### src/rtl/vmask_popc_acc.sv
// vmask_popc_acc: sums per-beat mask popcounts of one vcpop.m into a scalar,
// holding the result under a valid/ready handshake toward writeback.
module vmask_popc_acc #(
  parameter int DATA_WIDTH = 64,
  parameter int CNT_WIDTH  = 4
) (
  input  logic                  clk,
  input  logic                  rst,
  input  logic                  in_valid,
  output logic                  in_ready,
  input  logic                  in_first,
  input  logic                  in_last,
  input  logic [CNT_WIDTH-1:0]  in_pop,
  output logic                  out_valid,
  input  logic                  out_ready,
  output logic [DATA_WIDTH-1:0] out_data,
  output logic [DATA_WIDTH-1:0] out_beats
);
  typedef enum logic [1:0] {IDLE, ACCUM, DONE} state_e;
  state_e state_q, state_d;
  logic [DATA_WIDTH-1:0] acc_q, acc_d, cnt_q, cnt_d, data_q, beats_q, pop_ext;
  logic valid_q, fire, fresh;
  assign in_ready  = (state_q != DONE) || out_ready;
  assign fire      = in_valid && in_ready;
  // Any beat taken outside ACCUM opens a new instruction, as does in_first.
  assign fresh     = (state_q != ACCUM) || in_first;
  assign pop_ext   = DATA_WIDTH'(in_pop);
  assign out_valid = valid_q;
  assign out_data  = data_q;
  assign out_beats = beats_q;
  always_comb begin
    acc_d   = fresh ? pop_ext : acc_q + pop_ext;
    cnt_d   = fresh ? DATA_WIDTH'(1) : cnt_q + DATA_WIDTH'(1);
    state_d = fire ? (in_last ? DONE : ACCUM)
                   : ((state_q == DONE) && out_ready) ? IDLE : state_q;
  end
  always_ff @(posedge clk or negedge rst) begin
    if (!rst) begin
      state_q <= IDLE;
      valid_q <= 1'b0;
      acc_q   <= '0;
      cnt_q   <= '0;
      data_q  <= '0;
      beats_q <= '0;
    end else begin
      state_q <= state_d;
      valid_q <= state_d == DONE;
      if (fire) begin
        acc_q <= acc_d;
        cnt_q <= cnt_d;
      end
      if (fire && in_last) begin
        data_q  <= acc_d;
        beats_q <= cnt_d;
      end
    end
  end
endmodule

### config.mk
export PLATFORM = sky130hd
export DESIGN_NAME = vmask_popc_acc
export DESIGN_NICKNAME = d
export VERILOG_FILES = /design/src/rtl/vmask_popc_acc.sv
export SDC_FILE = /design/constraint.sdc
export NUM_CORES = 1
export LEC_CHECK = 0
export BUFFER_PORTS_ARGS = -buffer_cell sky130_fd_sc_hd__buf_2
export CORE_MARGIN = 10
export CORE_UTILIZATION = 64
export CTS_BUF_LIST = sky130_fd_sc_hd__clkbuf_16
export DETAILED_ROUTE_END_ITERATION = 8
export PLACE_DENSITY = 0.9
export SYNTH_ARGS = -nofsm -noshare
export SYNTH_HDL_FRONTEND = slang
export SYNTH_SLANG_ARGS = --single-unit
### constraint.sdc
create_clock -name clk -period 5.55 [get_ports clk]
set_clock_uncertainty 0.05 [all_clocks]
set_input_delay 0.2775 -clock clk [delete_from_list [all_inputs] [get_ports clk]]
set_output_delay 0.2775 -clock clk [all_outputs]
set_load 0.1 [all_outputs]
### After elaboration in Yosys (flattened, before gate mapping)

Cells that the tools add are included.

* register bits after elaboration: 259

* eq/ne operators: 4
* reductions and logical operators: 5
* multiplexer cells: 5
* $add $sub $neg: 2

Operator list (count)
* $mux 64: 2
* $add 64x1->64 const B: 1
* $add 64x4->64: 1
* $mux 2: 3
* $eq 2x2->1 const B: 2
* $logic_and 1x1->1: 3
* $logic_or 1x1->1: 2
* $ne 2x1->1 const B: 1
* $ne 2x2->1 const B: 1

### Logic depth before layout (Yosys ltp)

Gate-level depths: netlist of run 1.

* word-level depth: 5
* depth in mapped cells: 9

### Worst setup path before layout of run 1

No wires, ideal clock.

* path type: register to register
* from: reg state_q[1]
* to: reg acc_q[60]
* period minus slack after synthesis: 2.764 ns
* stages on the path, launching flop included: 8
* slack: 2.786 ns
* path buffers: 2
* data arrival time: 2.631 ns
* setup time: 0.083 ns
* path through: dfrtp_1 > or3b_2 > clkbuf_1 > nand2_1 > nor2_1 > clkbuf_1 > nand2_1 > o22ai_1

* cells in the longest elaborated chain, start to end: 3
* elaborated cells on any way between the ends: 6
* those cells by class: eq/ne (2); mux (1); reduce/logical (3)

Ends and longest elaborated chain
* start: declaration: line 20 `state_e state_q, state_d;`
* start signal: assignment: line 46 `state_q <= state_d;`
* $ne 2x2->1: line 23 `assign in_ready = (state_q != DONE) || out_ready;`
* $logic_or 1x1->1: line 23
* named net in_ready: line 10 `output logic in_ready,`
* $logic_and 1x1->1: line 24 `assign fire = in_valid && in_ready;`
* end signal: assignment: line 41 `acc_q <= '0;`
* end signal: assignment: line 49 `acc_q <= acc_d;`
* end: declaration: line 21 `logic [DATA_WIDTH-1:0] acc_q, acc_d, cnt_q, cnt_d, data_q, beats_q, pop_ext;`

The timed path passes the listed nets, and every way through them passes these cells.
A chain may end at the register's enable or synchronous reset.

### Worst setup path in the final report of run 1

* from: reg state_q[1]
* to: reg acc_q[55]

* cells in the longest elaborated chain, start to end: 3
* elaborated cells on any way between the ends: 6
* those cells by class: eq/ne (2); mux (1); reduce/logical (3)

Ends and longest elaborated chain (line)
* $ne 2x1->1 or $ne 2x2->1 (tied branches): 26, 23
* $logic_or 1x1->1, on equally long branches: 26, 23
* $mux 64 or $logic_and 1x1->1 (tied branches): 32, 24

Several ways; a longest one is shown, not always the timed one.

==> results.tsv, run 1 <==
metric	value	unit
status	finished clean	
ir_worst_vdd	0.2573	mV
holdBufCountCts	1	
fin_crit	3.307	ns
synth-simple-area-share	20.49	%
power_frac_seq	47.1	%
yosysUniqueCellTypes	52	
grt_antenna_before_repair	0	
rows	52	
cpPeakStageDelay	0.68	ns
synth-compound-area-share	18.41	%
fin_crit_sh	59.59	%
internal_power	3.039	mW
root_buffer	clkbuf_16	
synth_top_area_share	48.24	%
max_freq	302.4	MHz
post_cts_buffers	0	
portBuffers	139	
placed_area	0.01419	mm^2
drt_iter0_markers	1356	
path_delay_family	simple AND/OR/NAND/NOR gates	
core_area	0.02043	mm^2
syn_inst	1499	
ys_ff_latch	259	
synth_mux_area_share	0.1490	%
ys.warnings.count	0	
detail_route.first_pass.iterations	5	
yosysSeqAreaShare	48.24	%
cts_max_path_buffers	3	
cts-buffers-inserted	27	
critPathMaxFanout	61	
grt_usage	26.04	%
yosys-top-cells-count	dfrtp_1, nand2_1, o21ai_0, o31ai_1, clkbuf_1	
p_total	4.079	mW
stdcell_count	1858	
drc	0	
grt_pass1_wl	58960	um
ios	140	
clock_sinks	259	
initial_core_util	65.77	%
insertion_delay	0.54	ns
syn-mean-instance-area	8.964	um^2
leakage	6.684	nW
worst_pin_slew	0.9613	ns
p_comb_share	8.5	%
worstPathBufferInverterCount	2	
place_congestion	0.8983	
cts_resized	0	
fp.dieW	164.9	um
synth_nets	1515	
powerDensity	270.7	mW/mm^2
rsz0062_at_grt	no	
sw_frac_of_total	25.50	%
switchingPower	1.040	mW
synth_xor_area_share	8.083	%
hold_path_class	input pin to flop	
maxSlewHeadroom	35.91	%
die_area	0.02719	mm^2
timing.setup.tns	0	ns
setup_viol	0	
crit_type	flop to flop	
avgViaCountPerCell	6.404	
wl_per_cell	19.17	um
synth_top_family_by_area	simple AND/OR/NAND/NOR gates	
critPathLaunchType	flop	
slew_viol_final	0	
finalHoldViolations	0	
diodes	0	
async_reset_ff_share	100.0	%
place.detailed.hpwl	23520	um
layout.nets	1587	
cp.arrival	3.68	ns
cp_cell_sequence	or3b_2 > and2_1 > buf_4 > nand2_2 > buf_4 > nor2_1 > a22o_1	
crit_top_cell	buf_4	
synth_enable_flop_cells	0	
power_frac_clock	44.4	%
drive_gt1_share	13.54	%
path_clk_slew	0.06	ns
cts_tree	yes	
synth_area_leaders	dfrtp_1, o21ai_0, nand2_1, o31ai_1, xnor2_1	
place_inst	1811	
synth_ff_type	dfrtp_1	
timing.max_cap.violations	0	
cp.required	5.92	ns
grt-ovfl-total	0	
ctsHtreeMaxLevel	1	
endpoint_kind	flop	
yosysTopAreaCell	dfrtp_1	
critPathSlowestCell	buf_4	
final_area	0.01507	mm^2
grt_pass1_vias	11560	
vias	11900	
ant_nets	0	
area_growth	12.15	%
die_h	164.9	um
grt_max_degree	143	
routed_wl	35620	um
synth_area	0.01344	mm^2
synthAdderAreaFrac	0.6146	%
-- cells in the final DEF (no fill, tap or decap), drive strengths merged, types with 2 or more instances in the layout --
| cell type | n |
|---|---|
| a21o | 5 |
| a21oi | 52 |
| a22o | 14 |
| a31oi | 25 |
| and2 | 15 |
| and3 | 33 |
| and4 | 21 |
| buf | 152 |
| bufinv | 4 |
| clkbuf | 27 |
| clkinv | 10 |
| dfrtp | 259 |
| ha | 5 |
| inv | 34 |
| mux2i | 2 |
| nand2 | 259 |
| nand3 | 57 |
| nand4 | 37 |
| nor2 | 45 |
| nor3 | 12 |
| nor4 | 26 |
| o21ai | 224 |
| o22ai | 5 |
| o31ai | 90 |
| o41ai | 2 |
| or3 | 29 |
| or4 | 5 |
| xnor2 | 73 |
| xor2 | 51 |
-- worst paths after layout --
kind	from	endpoint	slack (ns)	cells after the start
setup / recovery	state_q[1]	acc_q[55]	2.24	7
min in group asynchronous	rst	out_beats[31]	0.32	2
max in group asynchronous	rst	cnt_q[11]	3.82	3
setup reg to reg	state_q[1]	acc_q[55]	2.24	7
hold reg to reg	out_beats[56]	out_beats[56]	0.42	2
hold / removal	in_pop[3]	acc_q[3]	0.03	3
-- routing by layer --
layer | up-vias | GRT usage [%] | wire length [um]
met5 | - | 0 | 0
met4 | 0 | 10.59 | 1213
li1 | 5453 | - | -
met1 | 5826 | 33.83 | 14360
met3 | 103 | 4.879 | 2860
met2 | 516 | 42.26 | 17190
-- final cells by class --
type | count | area, um^2
sequential | 259 | 6481
inverter | 29 | 108.9
tap | 270 | 337.8
fill | 1454 | 5360
multi-input combinational | 1101 | 6451
clock buffer | 27 | 675.6
timing repair buffer | 153 | 825.8
clock inverter | 19 | 188.9
-- state kept, by name, indices dropped and copies added, names as in the netlist --
register,count
acc_q,64
cnt_q,64
out_beats,64
out_data,64
state_q,2
out_valid,1
-- power groups by stage --
stage          combinational [mW]  clock, mW  sequential [mW]
6_report                    0.348       1.81             1.92
5_1_grt                     0.379       1.90             1.92
4_1_cts                     0.346       1.82             1.92
3_5_place_dp                0.344          0             1.96
3_3_place_gp                0.335          0             1.95
2_1_floorplan               0.166          0             2.02
-- per-stage QoR --
step | utilization, % | hold WS, ns | setup slack (ns)
5_1_grt | 73.76 | 0.03895 | 2.052
3_3_place_gp | 69.48 | 0.3652 | 2.372
6_report | 73.76 | 0.03281 | 2.243
4_1_cts | 73.76 | 0.01641 | 2.297
2_1_floorplan | - | -0.06809 | 2.786
3_5_place_dp | 69.48 | 0.3571 | 2.314
-- logic make-up (layout without fill, tap and decap cells) --
family	after synthesis	count (layout)
flip-flops	259	259
AO/OA/AOI/OAI	423	423
multiplexers	2	2
AND/OR/NAND/NOR	546	546
XOR/XNOR	124	124
buffers and inverters	139	228
adder cells (fa/ha/maj)	6	6
-- worst min-delay path, cell delays in order --
cell     delay (ns)
buf_2          0.10
a21oi_1        0.07
o21ai_0        0.13
Power figures use the tool's default switching activity.
==> run 2, diff against run 1 <==
--- a/config.mk
+++ b/config.mk
@@ -7,10 +7,10 @@
 export LEC_CHECK = 0
 export BUFFER_PORTS_ARGS = -buffer_cell sky130_fd_sc_hd__buf_2
 export CORE_MARGIN = 10
-export CORE_UTILIZATION = 64
+export CORE_UTILIZATION = 60
 export CTS_BUF_LIST = sky130_fd_sc_hd__clkbuf_16
 export DETAILED_ROUTE_END_ITERATION = 8
-export PLACE_DENSITY = 0.9
+export PLACE_DENSITY = 0.85
 export SYNTH_ARGS = -nofsm -noshare
 export SYNTH_HDL_FRONTEND = slang
 export SYNTH_SLANG_ARGS = --single-unit
==> constraint.sdc (replaced) <==
create_clock -name clk -period 3.4 [get_ports clk]
set_clock_uncertainty 0.05 [all_clocks]
set_input_delay 0.17 -clock clk [delete_from_list [all_inputs] [get_ports clk]]
set_output_delay 0.17 -clock clk [all_outputs]
set_load 0.1 [all_outputs]
==> run 2 against run 1 <==
  * Via count decreased by 0.20%
  * Utilization decreased by 4.3 points
  * Total power increased by 63%
  * Worst hold slack got worse by 0.0063 ns
  * Register-to-register slack got worse by 1.8 ns
  * Critical path type unchanged
  * Critical endpoint is now cnt_q[50]
==> results.tsv, run 2 (synthesis gave the netlist of run 1 again) <==
metric	value	unit	change
status	finished clean		
placed_area	0.01433	mm^2	+0.97%
die_area	0.02878	mm^2	+5.8%
initial_core_util	61.19	%	-4.6 points
drt_iter0_markers	1212		-11%
crit_type	flop to flop		
drive_gt1_share	13.97	%	+0.43 points
worstRegToRegCells	7		unchanged
cts_tree	yes		
grt_antenna_before_repair	1		+1
place_congestion	0.8939		-0.49%
ios	140		unchanged
powerDensity	436.2	mW/mm^2	+61%
root_buffer	clkbuf_16		
cp.required	3.81	ns	-2.11 ns
vias	11870		-0.20%
fp.dieW	169.6	um	+2.9%
min_path_cells	3		unchanged
setup_viol	0		unchanged
ant_nets	0		unchanged
place_inst	1831		+1.1%
detail_route.first_pass.iterations	5		unchanged
grt_pass1_wl	59990	um	+1.7%
worst_pin_slew	0.9883	ns	+0.02699 ns
timing.max_cap.violations	0		unchanged
rsz0062_at_grt	no		
place.detailed.hpwl	24120	um	+2.5%
fin_crit	2.931	ns	-0.3759 ns
drc	0		unchanged
register_area	0.006481	mm^2	unchanged
routed_wl	36550	um	+2.6%
wl_met3	2672	um	-6.6%
final_common_cell	dfrtp_1		
max_freq	341.1	MHz	+13%
grt_usage	24.84	%	-1.2 points
cts-buffers-inserted	27		unchanged
cp.arrival	3.34	ns	-0.34 ns
clock_sinks	259		unchanged
grt_pass1_vias	11710		+1.2%
layout.nets	1601		+0.88%
critPathMaxFanout	8		-87%
ctsHtreeMaxLevel	1		unchanged
layout_common_cells	dfrtp_1, nand2_1, o21ai_0		
maxSlewHeadroom	33.50	%	-2.4 points
path_clk_slew	0.07	ns	about the same
r2r_slack	0.47	ns	-1.77 ns
holdCritStartpoint	in_pop[2]		
whs	0.02648	ns	-0.006332 ns
post_cts_buffers	0		unchanged
fill_cells	1690		+16%
stdcell_count	1885		+1.5%
worstHoldEndpoint	out_data[2]		
core_area	0.02196	mm^2	+7.5%
utilization	69.42	%	-4.3 points
multi_input_area	0.006451	mm^2	unchanged
insertion_delay	0.54	ns	about the same
fin_crit_sh	86.22	%	+27 points
timing.setup.tns	0	ns	unchanged
wl_per_cell	19.39	um	+1.1%
top_layer_used	met4		
area_growth	13.45	%	
grt_max_degree	102		-29%
final_area	0.01524	mm^2	+1.2%
endpoint_kind	flop		
leakage	6.754	nW	+1.0%
wl_met2	17750	um	+3.3%
avgViaCountPerCell	6.299		-1.6%
cts_max_path_buffers	3		unchanged
die_h	169.6	um	+2.9%
drt-met1-wl	15000	um	+4.5%
holdBufCountCts	5		+4
ir_worst_vdd	0.3095	mV	+20%
rows	54		+3.8%
grt-ovfl-total	0		unchanged
slew_viol_final	0		unchanged
r2r_start	cnt_q[0]		
r2r_end	cnt_q[50]		
hold_path_class	input pin to flop		
finalHoldViolations	0		unchanged
critPathLaunchType	flop		
portBuffers	139		unchanged
cts_resized	0		unchanged
[run 2: changes by cell type in the layout (fill, tap and decap cells not counted), sizes merged]
cell	before	now
clkinvlp	0	2
buf	152	162
dlygate4sd3	1	5
clkinv	10	13
diode	0	1
inv	34	32
bufinv	4	3
[run 2: power breakdown]
part	switching [mW]	leakage, nW	total (mW)	internal (mW)
combinational	0.464	2.74	0.594	0.130
sequential	0.0238	3.59	3.14	3.11
clock	1.25	0.424	2.92	1.67
total	1.74	6.75	6.65	4.91
[run 2: final cells by class]
class | count | area share, %
Antenna cell | 1 | 0.01642
Clock buffer | 27 | 4.432
Clock inverter | 21 | 1.198
Inverter | 29 | 0.7141
Multi-Input combinational cell | 1101 | 42.32
Sequential cell | 259 | 42.52
Tap cell | 280 | 2.298
Timing Repair Buffer | 167 | 6.501
[run 2: per-stage QoR]
step | power, mW | setup WS [ns]
after global placement | 3.764 | 0.6216
after detailed placement | 3.779 | 0.5109
after global routing | 6.867 | 0.1547
after CTS | 6.674 | 0.4819
after floorplan | 3.573 | 0.6358
final | 6.649 | 0.4686
[run 2: layer usage]
layer | track usage, % | vias to the layer above
met5 | 0 | -
met4 | 9.271 | 0
met3 | 3.885 | 95
met2 | 41.29 | 503
met1 | 32.16 | 5774
li1 | - | 5502
[run 2: worst max path at each step]
stage / endpoint / start / slack, ns
floorplan: acc_q[60] / state_q[1] / 0.64
global route: cnt_q[59] / cnt_q[33] / 0.15
CTS: cnt_q[50] / cnt_q[0] / 0.48
detailed placement: cnt_q[62] / cnt_q[0] / 0.51
global placement: cnt_q[60] / cnt_q[33] / 0.62
finish: cnt_q[50] / cnt_q[0] / 0.47
[run 2: critical path, stage by stage (launching register included)]
cell     delay (ns)
dfrtp_1        0.44
ha_1           0.27
and3_1         0.35
nand3_2        0.24
or3_1          0.53
or4_1          0.56
or3_1          0.33
o21ai_0        0.08
